===== config.mk =====
export PLATFORM = sky130hd
export DESIGN_NAME = ddr_local_master_flat
export DESIGN_NICKNAME = d
export VERILOG_FILES = /design/src/rtl/ddr_local_master_pkg.sv /design/src/rtl/ddr_local_master_if.sv /design/src/rtl/ddr_wait_timer.sv /design/src/rtl/ddr_local_master.sv /design/src/flat_wrapper.sv
export SDC_FILE = /design/constraint.sdc
export NUM_CORES = 1
export LEC_CHECK = 0
export CAP_MARGIN = 20
export CORE_AREA = 10 10 219 221
export DETAILED_ROUTE_END_ITERATION = 12
export DIE_AREA = 0 0 229 231
export GPL_TIMING_DRIVEN = 0
export HOLD_SLACK_MARGIN = 0.08
export PLACE_DENSITY = 0.6
export SLEW_MARGIN = 20
export SYNTH_ARGS = -nofsm -noshare
export SYNTH_HDL_FRONTEND = slang
export SYNTH_SLANG_ARGS = --single-unit

===== constraint.sdc =====
create_clock -name phy_clk -period 2.1 [get_ports phy_clk]
set_clock_uncertainty 0.1 [all_clocks]
set_input_delay 0.315 -clock phy_clk [delete_from_list [all_inputs] [get_ports phy_clk]]
set_output_delay 0.315 -clock phy_clk [all_outputs]
set_load 0.02 [all_outputs]

===== src/rtl/ddr_local_master_pkg.sv =====
// Shared types and defaults for the DDR local_* initiator.
// Holds the FSM state encoding and the timer width helper.
package ddr_local_master_pkg;

  typedef enum logic [2:0] {
    ST_INIT,
    ST_IDLE,
    ST_WAIT_WR,
    ST_WAIT_RD,
    ST_TURN,
    ST_RSP
  } state_e;

  localparam int unsigned DEF_AW      = 26;
  localparam int unsigned DEF_DW      = 128;
  localparam int unsigned DEF_TIMEOUT = 1024;

  function automatic int unsigned tmr_width(
    input int unsigned cycles
  );
    return $clog2(cycles + 1);
  endfunction

endpackage


===== src/rtl/ddr_local_master_if.sv =====
// Client request/response plus DDR local_* signals.
// master = the initiator block, slave = client and DDR side.
interface ddr_local_master_if #(
  parameter int unsigned AW = 26,
  parameter int unsigned DW = 128
);

  logic          req_valid;
  logic          req_ready;
  logic          req_write;
  logic [AW-1:0] req_addr;
  logic [DW-1:0] req_wdata;
  logic          rsp_valid;
  logic          rsp_ready;
  logic [DW-1:0] rsp_rdata;
  logic          rsp_err;
  logic          wr_ack;
  logic          err_sticky;
  logic          local_init_done;
  logic [AW-1:0] local_address;
  logic          local_burstbegin;
  logic          local_ready;
  logic          local_read_req;
  logic [DW-1:0] local_rdata;
  logic          local_rdata_valid;
  logic          local_write_req;
  logic [DW-1:0] local_wdata;

  modport master (
    input  req_valid, req_write,
    input  req_addr, req_wdata,
    input  rsp_ready, local_init_done,
    input  local_ready, local_rdata,
    input  local_rdata_valid,
    output req_ready, rsp_valid,
    output rsp_rdata, rsp_err,
    output wr_ack, err_sticky,
    output local_address,
    output local_burstbegin,
    output local_read_req,
    output local_write_req,
    output local_wdata
  );

  modport slave (
    output req_valid, req_write,
    output req_addr, req_wdata,
    output rsp_ready, local_init_done,
    output local_ready, local_rdata,
    output local_rdata_valid,
    input  req_ready, rsp_valid,
    input  rsp_rdata, rsp_err,
    input  wr_ack, err_sticky,
    input  local_address,
    input  local_burstbegin,
    input  local_read_req,
    input  local_write_req,
    input  local_wdata
  );

endinterface


===== src/rtl/ddr_wait_timer.sv =====
// Ack wait timer: cleared on request launch, counts WAIT cycles.
// expired_o is high in the LIMIT-th WAIT cycle.
module ddr_wait_timer
  import ddr_local_master_pkg::*;
#(
  parameter int unsigned LIMIT = DEF_TIMEOUT
) (
  input  logic clk_i,
  input  logic rst_i,
  input  logic clear_i,
  input  logic en_i,
  output logic expired_o
);

  localparam int unsigned CW = tmr_width(LIMIT);

  logic [CW-1:0] cnt_q;
  logic [CW-1:0] cnt_d;

  assign expired_o = (cnt_q == CW'(LIMIT - 1));

  always_comb begin
    cnt_d = cnt_q;
    if (clear_i) begin
      cnt_d = '0;
    end else if (en_i && !expired_o) begin
      cnt_d = cnt_q + 1'b1;
    end
  end

  always_ff @(posedge clk_i) begin
    if (rst_i) begin
      cnt_q <= '0;
    end else begin
      cnt_q <= cnt_d;
    end
  end

endmodule


===== src/rtl/ddr_local_master.sv =====
// Single-beat initiator for the DDR local_* interface
// with ack timeout and sticky error reporting.
module ddr_local_master
  import ddr_local_master_pkg::*;
#(
  parameter int unsigned DDR_ADDR_WIDTH = DEF_AW,
  parameter int unsigned DDR_DATA_WIDTH = DEF_DW,
  parameter int unsigned TIMEOUT_CYCLES = DEF_TIMEOUT
) (
  input logic phy_clk,
  input logic rst,
  ddr_local_master_if.master bus
);

  localparam int unsigned AW = DDR_ADDR_WIDTH;
  localparam int unsigned DW = DDR_DATA_WIDTH;

  state_e        state_q, state_d;
  logic [AW-1:0] addr_q, addr_d;
  logic [DW-1:0] wdata_q, wdata_d;
  logic [DW-1:0] rdata_q, rdata_d;
  logic          wreq_q, wreq_d;
  logic          rreq_q, rreq_d;
  logic          bb_q, bb_d;
  logic          rsp_v_q, rsp_v_d;
  logic          rsp_err_q, rsp_err_d;
  logic          wr_ack_q, wr_ack_d;
  logic          err_q, err_d;

  logic tmr_clr;
  logic tmr_en;
  logic tmr_exp;
  logic wr_hit;
  logic rd_hit;

  ddr_wait_timer #(
    .LIMIT (TIMEOUT_CYCLES)
  ) u_timer (
    .clk_i     (phy_clk),
    .rst_i     (rst),
    .clear_i   (tmr_clr),
    .en_i      (tmr_en),
    .expired_o (tmr_exp)
  );

  // burstbegin marks the first WAIT cycle, where acks are never taken
  assign wr_hit = !bb_q && bus.local_ready;
  assign rd_hit = !bb_q && bus.local_rdata_valid;

  always_comb begin
    state_d   = state_q;
    addr_d    = addr_q;
    wdata_d   = wdata_q;
    rdata_d   = rdata_q;
    wreq_d    = wreq_q;
    rreq_d    = rreq_q;
    bb_d      = 1'b0;
    rsp_v_d   = rsp_v_q;
    rsp_err_d = rsp_err_q;
    wr_ack_d  = 1'b0;
    err_d     = err_q;
    tmr_clr   = 1'b0;
    tmr_en    = 1'b0;
    unique case (state_q)
      ST_INIT: begin
        if (bus.local_init_done) begin
          state_d = ST_IDLE;
        end
      end
      ST_IDLE: begin
        if (bus.req_valid) begin
          addr_d  = bus.req_addr;
          wdata_d = bus.req_wdata;
          bb_d    = 1'b1;
          tmr_clr = 1'b1;
          wreq_d  = bus.req_write;
          rreq_d  = !bus.req_write;
          state_d = bus.req_write ? ST_WAIT_WR
                                  : ST_WAIT_RD;
        end else if (!bus.local_init_done) begin
          state_d = ST_INIT;
        end
      end
      ST_WAIT_WR: begin
        tmr_en = 1'b1;
        if (wr_hit || tmr_exp) begin
          wreq_d   = 1'b0;
          wr_ack_d = 1'b1;
          err_d    = err_q | !wr_hit;
          state_d  = ST_TURN;
        end
      end
      ST_WAIT_RD: begin
        tmr_en = 1'b1;
        if (rd_hit || tmr_exp) begin
          rreq_d    = 1'b0;
          rsp_v_d   = 1'b1;
          rsp_err_d = !rd_hit;
          rdata_d   = rd_hit ? bus.local_rdata : '0;
          err_d     = err_q | !rd_hit;
          state_d   = ST_RSP;
        end
      end
      ST_TURN: begin
        state_d = ST_IDLE;
      end
      ST_RSP: begin
        if (bus.rsp_ready) begin
          rsp_v_d   = 1'b0;
          rsp_err_d = 1'b0;
          state_d   = ST_IDLE;
        end
      end
      default: begin
        state_d = ST_INIT;
      end
    endcase
  end

  always_ff @(posedge phy_clk) begin
    if (rst) begin
      state_q   <= ST_INIT;
      addr_q    <= '0;
      wdata_q   <= '0;
      rdata_q   <= '0;
      wreq_q    <= 1'b0;
      rreq_q    <= 1'b0;
      bb_q      <= 1'b0;
      rsp_v_q   <= 1'b0;
      rsp_err_q <= 1'b0;
      wr_ack_q  <= 1'b0;
      err_q     <= 1'b0;
    end else begin
      state_q   <= state_d;
      addr_q    <= addr_d;
      wdata_q   <= wdata_d;
      rdata_q   <= rdata_d;
      wreq_q    <= wreq_d;
      rreq_q    <= rreq_d;
      bb_q      <= bb_d;
      rsp_v_q   <= rsp_v_d;
      rsp_err_q <= rsp_err_d;
      wr_ack_q  <= wr_ack_d;
      err_q     <= err_d;
    end
  end

  assign bus.req_ready        = (state_q == ST_IDLE);
  assign bus.rsp_valid        = rsp_v_q;
  assign bus.rsp_rdata        = rdata_q;
  assign bus.rsp_err          = rsp_err_q;
  assign bus.wr_ack           = wr_ack_q;
  assign bus.err_sticky       = err_q;
  assign bus.local_address    = addr_q;
  assign bus.local_burstbegin = bb_q;
  assign bus.local_read_req   = rreq_q;
  assign bus.local_write_req  = wreq_q;
  assign bus.local_wdata      = wdata_q;

endmodule


===== src/flat_wrapper.sv =====
// flat-port wrapper written by rule: the top's interface ports become plain ports
module ddr_local_master_flat import ddr_local_master_pkg::*;
#(
  parameter int unsigned DDR_ADDR_WIDTH = DEF_AW,
  parameter int unsigned DDR_DATA_WIDTH = DEF_DW,
  parameter int unsigned TIMEOUT_CYCLES = DEF_TIMEOUT
)
  (phy_clk, rst, bus_req_valid, bus_req_write, bus_req_addr, bus_req_wdata, bus_rsp_ready, bus_local_init_done, bus_local_ready, bus_local_rdata, bus_local_rdata_valid, bus_req_ready, bus_rsp_valid, bus_rsp_rdata, bus_rsp_err, bus_wr_ack, bus_err_sticky, bus_local_address, bus_local_burstbegin, bus_local_read_req, bus_local_write_req, bus_local_wdata);
  ddr_local_master_if #(.AW((26)), .DW((128))) bus_i ();
  input logic phy_clk;
  input logic rst;
  input wire logic [$bits(bus_i.req_valid)-1:0] bus_req_valid;
  input wire logic [$bits(bus_i.req_write)-1:0] bus_req_write;
  input wire logic [$bits(bus_i.req_addr)-1:0] bus_req_addr;
  input wire logic [$bits(bus_i.req_wdata)-1:0] bus_req_wdata;
  input wire logic [$bits(bus_i.rsp_ready)-1:0] bus_rsp_ready;
  input wire logic [$bits(bus_i.local_init_done)-1:0] bus_local_init_done;
  input wire logic [$bits(bus_i.local_ready)-1:0] bus_local_ready;
  input wire logic [$bits(bus_i.local_rdata)-1:0] bus_local_rdata;
  input wire logic [$bits(bus_i.local_rdata_valid)-1:0] bus_local_rdata_valid;
  output wire logic [$bits(bus_i.req_ready)-1:0] bus_req_ready;
  output wire logic [$bits(bus_i.rsp_valid)-1:0] bus_rsp_valid;
  output wire logic [$bits(bus_i.rsp_rdata)-1:0] bus_rsp_rdata;
  output wire logic [$bits(bus_i.rsp_err)-1:0] bus_rsp_err;
  output wire logic [$bits(bus_i.wr_ack)-1:0] bus_wr_ack;
  output wire logic [$bits(bus_i.err_sticky)-1:0] bus_err_sticky;
  output wire logic [$bits(bus_i.local_address)-1:0] bus_local_address;
  output wire logic [$bits(bus_i.local_burstbegin)-1:0] bus_local_burstbegin;
  output wire logic [$bits(bus_i.local_read_req)-1:0] bus_local_read_req;
  output wire logic [$bits(bus_i.local_write_req)-1:0] bus_local_write_req;
  output wire logic [$bits(bus_i.local_wdata)-1:0] bus_local_wdata;
  assign bus_i.req_valid = bus_req_valid;
  assign bus_i.req_write = bus_req_write;
  assign bus_i.req_addr = bus_req_addr;
  assign bus_i.req_wdata = bus_req_wdata;
  assign bus_i.rsp_ready = bus_rsp_ready;
  assign bus_i.local_init_done = bus_local_init_done;
  assign bus_i.local_ready = bus_local_ready;
  assign bus_i.local_rdata = bus_local_rdata;
  assign bus_i.local_rdata_valid = bus_local_rdata_valid;
  assign bus_req_ready = bus_i.req_ready;
  assign bus_rsp_valid = bus_i.rsp_valid;
  assign bus_rsp_rdata = bus_i.rsp_rdata;
  assign bus_rsp_err = bus_i.rsp_err;
  assign bus_wr_ack = bus_i.wr_ack;
  assign bus_err_sticky = bus_i.err_sticky;
  assign bus_local_address = bus_i.local_address;
  assign bus_local_burstbegin = bus_i.local_burstbegin;
  assign bus_local_read_req = bus_i.local_read_req;
  assign bus_local_write_req = bus_i.local_write_req;
  assign bus_local_wdata = bus_i.local_wdata;
  ddr_local_master #(.DDR_ADDR_WIDTH(DDR_ADDR_WIDTH), .DDR_DATA_WIDTH(DDR_DATA_WIDTH), .TIMEOUT_CYCLES(TIMEOUT_CYCLES)) u_core (.phy_clk(phy_clk), .rst(rst), .bus(bus_i));
endmodule

==> results of run 1 <==
[through the flow]
step	setup TNS (ns)	total power, mW
2_1_floorplan	0	6.67
3_3_place_gp	-97.09	7.69
3_5_place_dp	-98.84	7.71
4_1_cts	0	13.9
5_1_grt	-0.0807	14.2
6_report	0	13.7
[worst paths after layout]
check	endpoint	slack, ns	cells after the start
min reg2reg	u_core.u_timer.cnt_q[10]$_SDFFE_PP0P_	0.34	2
min	u_core.u_timer.cnt_q[5]$_SDFFE_PP0P_	0.21	3
max reg2reg	u_core.bus.local_wdata[48]$_SDFFE_PP0P_	0.14	5
max	bus_local_address[13]	0.09	1
[cells in the final DEF, fill, tap and decap left out, drive strengths merged, types with 3 or more instances in the layout]
master and count:
bufinv 3, a22o 128, clkdlybuf4s50 569, a31oi 5
clkinv 7, nor3 4, buf 30, a2111oi 3
nand3 6, a41oi 3, dfxtp 303, a21oi 163
dlygate4sd2 8, nor2 14, o21ai 4, nand2 315
nand2b 3, clkbuf 98, inv 7
[power by group through the flow]
stage | logic (mW) | clock network, mW | registers [mW]
4_1_cts | 1.61 | 6.26 | 5.98
3_5_place_dp | 1.60 | 0 | 6.10
3_3_place_gp | 1.60 | 0 | 6.10
2_1_floorplan | 0.405 | 0 | 6.27
6_report | 1.60 | 6.07 | 5.98
5_1_grt | 1.71 | 6.48 | 5.99
[registers in the layout (all words and copies together) (netlist names), 3 cells and up]
register and count:
u_core.state_q 3, u_core.bus.local_address 26, u_core.bus.rsp_rdata 128, u_core.u_timer.cnt_q 11, u_core.bus.local_wdata 128
[per-layer routing]
metal | part of all wire, % | GRT usage (%)
met3 | 11 | 7.89
met1 | 38 | 17.0
met4 | 2.4 | 5.19
met5 | 0.081 | 0
met2 | 49 | 28.1
[final cells by class]
type	instances	area, µm²
fill	4375	25900
sequential	303	6070
timing repair buffer	578	5780
multi-input combinational	682	3630
clock buffer	43	968
tap	592	741
buffer	85	472
clock inverter	14	158
inverter	5	18.8
[logic make-up after synthesis]
logic type,count (synthesis)
AO/OA/AOI/OAI,317
XOR/XNOR,1
AND/OR/NAND/NOR,361
adder cells (fa/ha/maj),1
buffers and inverters,90
flip-flops,303
multiplexers,2
[what timing repair did]
| action | CTS | global route |
|---|---|---|
| gates resized for setup | 19 | 35 |
| setup endpoints to repair | 139 | 222 |
| cloned | 0 | 0 |
==> reports/results.txt, run 1 <==
The flow ran to the end, and the final reports show no timing, DRC or antenna violations. Portion of the post-synthesis area used by sequential elements: 59.8%. Row generation in the floorplan step produced 77 rows. The static leakage was 6.44 nW; the xor and xnor fraction of the mapped netlist area was 0.0863%.

The share of total power dissipated in the clock network is 44.5%. Setup repair after global routing could not meet its margin everywhere. For the final count of hold timing violations, the log shows 0. Global-route wire length before repair: 66,500 µm.

Data on the critical path is required at its endpoint by 1.68 ns. The count of placed standard cells in the final layout, fillers left out is 2,302. The logs give 36 for the number of buffers created by CTS and 0 for the post-CTS setup buffer count.

Combinational logic is responsible for 11.7% of the overall power. The synthesized design devotes to its leading area cell type 59.8% of total area. VDD sags by at most 0.000659 V. The slowest stage of the critical path belongs to the cell clkdlybuf4s50_1. Library cell used as clock root buffer: clkbuf_16. The tools report the via count of the first global-routing pass as 10,400.

Yosys attributes the largest share of cell area to dfxtp_1 60%, nand2_1 12%, a22o_1 11%. The congestion estimate from routability-driven global placement came to 0.850. Summing the areas of all compound-gate instances in the mapped netlist gives 21.1% of the synthesized area.

Input and output buffers added on the ports amount to 578. After detailed placement, the total cell area comes to 16,700 µm². The run gives 3.25 mW as the switching component of the power.

The initial core utilization came out at 23.2%. The worst path meets setup with 0.0861 ns of slack. The initial antenna violation count was 3.

The buffers plus inverters on the worst setup path was 1. The mapped netlist covers 10,100 µm². At the placement stage, the worst setup path has a slack of -0.783 ns. Entering global routing, the biggest net connects 14 pins.

Dividing total power by cell area gives a power density of 766 nW/µm². The startpoint identified for the worst register-to-register timing path is u_core.state_q[2]$_SDFFE_PP0P_. Setup violations remaining at the end of the flow were counted as 0. The tools report the H-tree depth reported by CTS as 2. The largest family of logic cells by synthesized area is compound AO/OA/AOI/OAI gates.

By count the netlist is led by 315 x nand2_1, 303 x dfxtp_1, 163 x a21oi_1. The total overflow left after global routing is 0. The number of nets in the synthesized netlist is 1,366. Counting flops with an async set or reset pin after synthesis yields a share of 0%. The yosys synthesis warning count is 0. STA classifies the critical path endpoint as an output port. The region available for standard cell placement spans 43,700 µm². Static timing analysis puts the maximum clock frequency at 0.497 GHz. The finished layout cell area was 17,800 µm²; the clock tree buffer depth was 3. Maximum net fanout on the critical path: 2. Clock-pin slew was measured on the worst setup and hold paths at 0.06 ns.

The synthesized design contains 303 register bits. The class of the worst hold path was input pin to flop. The fraction of layout instances using a drive strength above 1 is 6.43%, and the average wire per standard cell is 19.8 µm.

In this run the most critical hold path is launched from rst. The total count of max-transition violations in the final report is 0, and the all-layer global routing usage is 16.2%. Multiplexer cells account for 0.197% of the synthesized area. The tools report the count of antenna-violating nets left after detailed routing as 0. Shortest period the worst path allows: 2.01 ns. The worst slack on hold paths is 0.210 ns, and the number of DRC violations after detailed-routing iteration 0 is 423. The final net count is 1,982, and the hold buffer count at cts is 0. In this run the tightest slew margin relative to its limit is 48.6%. The floorplan die area was 52,900 µm². The classification of the worst setup path is flop to output port.

Via count of the routed design: 10,100. For the total wire length after detailed routing, the log shows 45,600 µm. Largest delay contributor family on the critical path: buffers and inverters. The post-synthesis cell type count came out at 45.

A synthesized cell averages 9.44 µm². Of the total power, the share spent switching nets is 23.8%. The number of sinks handled by clock tree synthesis is 303, and the post-route DRC violation count is 0.

The largest single stage delay on the critical path is 0.67 ns. The prevailing post-synth register cell is dfxtp_1. For the clock latency reported for the late side of the worst-skew pair, the log shows 0.53 ns. The area growth from synthesis to layout was 75.7%; the sequential group share of total power was 43.8%.

The critical path goes through clkdlybuf4s50_1. The library cell with the largest summed area after synthesis was dfxtp_1. I/O pin count: 580. In this run, synthesis inferred 0 flip-flops with an integrated enable. For the worst setup path, the data arrival time is 1.60 ns. After detailed routing, the number of vias per cell comes to 4.40.

The die is 229 µm wide. The run gives 0 as the number of diodes. The type of element launching the critical path is a flop. The vertical die dimension is 231 µm. TritonCTS built the clock tree. The share of the cycle needed by the critical path after routing is 95.9%. The final core utilization came out at 40.8%. The cell total after placement is 2,245, and the post-synthesis share of cell area spent on full adders, half adders and majority gates is 0.123%.

Cell count after synthesis: 1,075. In this run the worst setup path begins at u_core.bus.local_address[13]$_SDFFE_PP0P_. At the pin with the least slew margin, the transition time is 0.770 ns.

The sum of net half-perimeters after detailed placement is 36,200 µm. The number of iterations in the first detailed-routing pass was 5. By instance count, the leading cell after synthesis is nand2_1. Of the total synthesized cell area, the portion taken by AND, OR, NAND and NOR gates is 14.3%. Internal power comes to 10.4 mW. The tools report the number of maximum-capacitance constraint violations as 0.
Note: power is estimated with default switching activity, not from simulation.
==> run 2, diff against run 1 <==
--- a/config.mk
+++ b/config.mk
@@ -12,7 +12,6 @@
 export GPL_TIMING_DRIVEN = 0
 export HOLD_SLACK_MARGIN = 0.08
 export PLACE_DENSITY = 0.6
-export SLEW_MARGIN = 20
 export SYNTH_ARGS = -nofsm -noshare
 export SYNTH_HDL_FRONTEND = slang
 export SYNTH_SLANG_ARGS = --single-unit
==> results of run 2 <==
The final DEF is identical to that of run 1; final timing and power are the same.
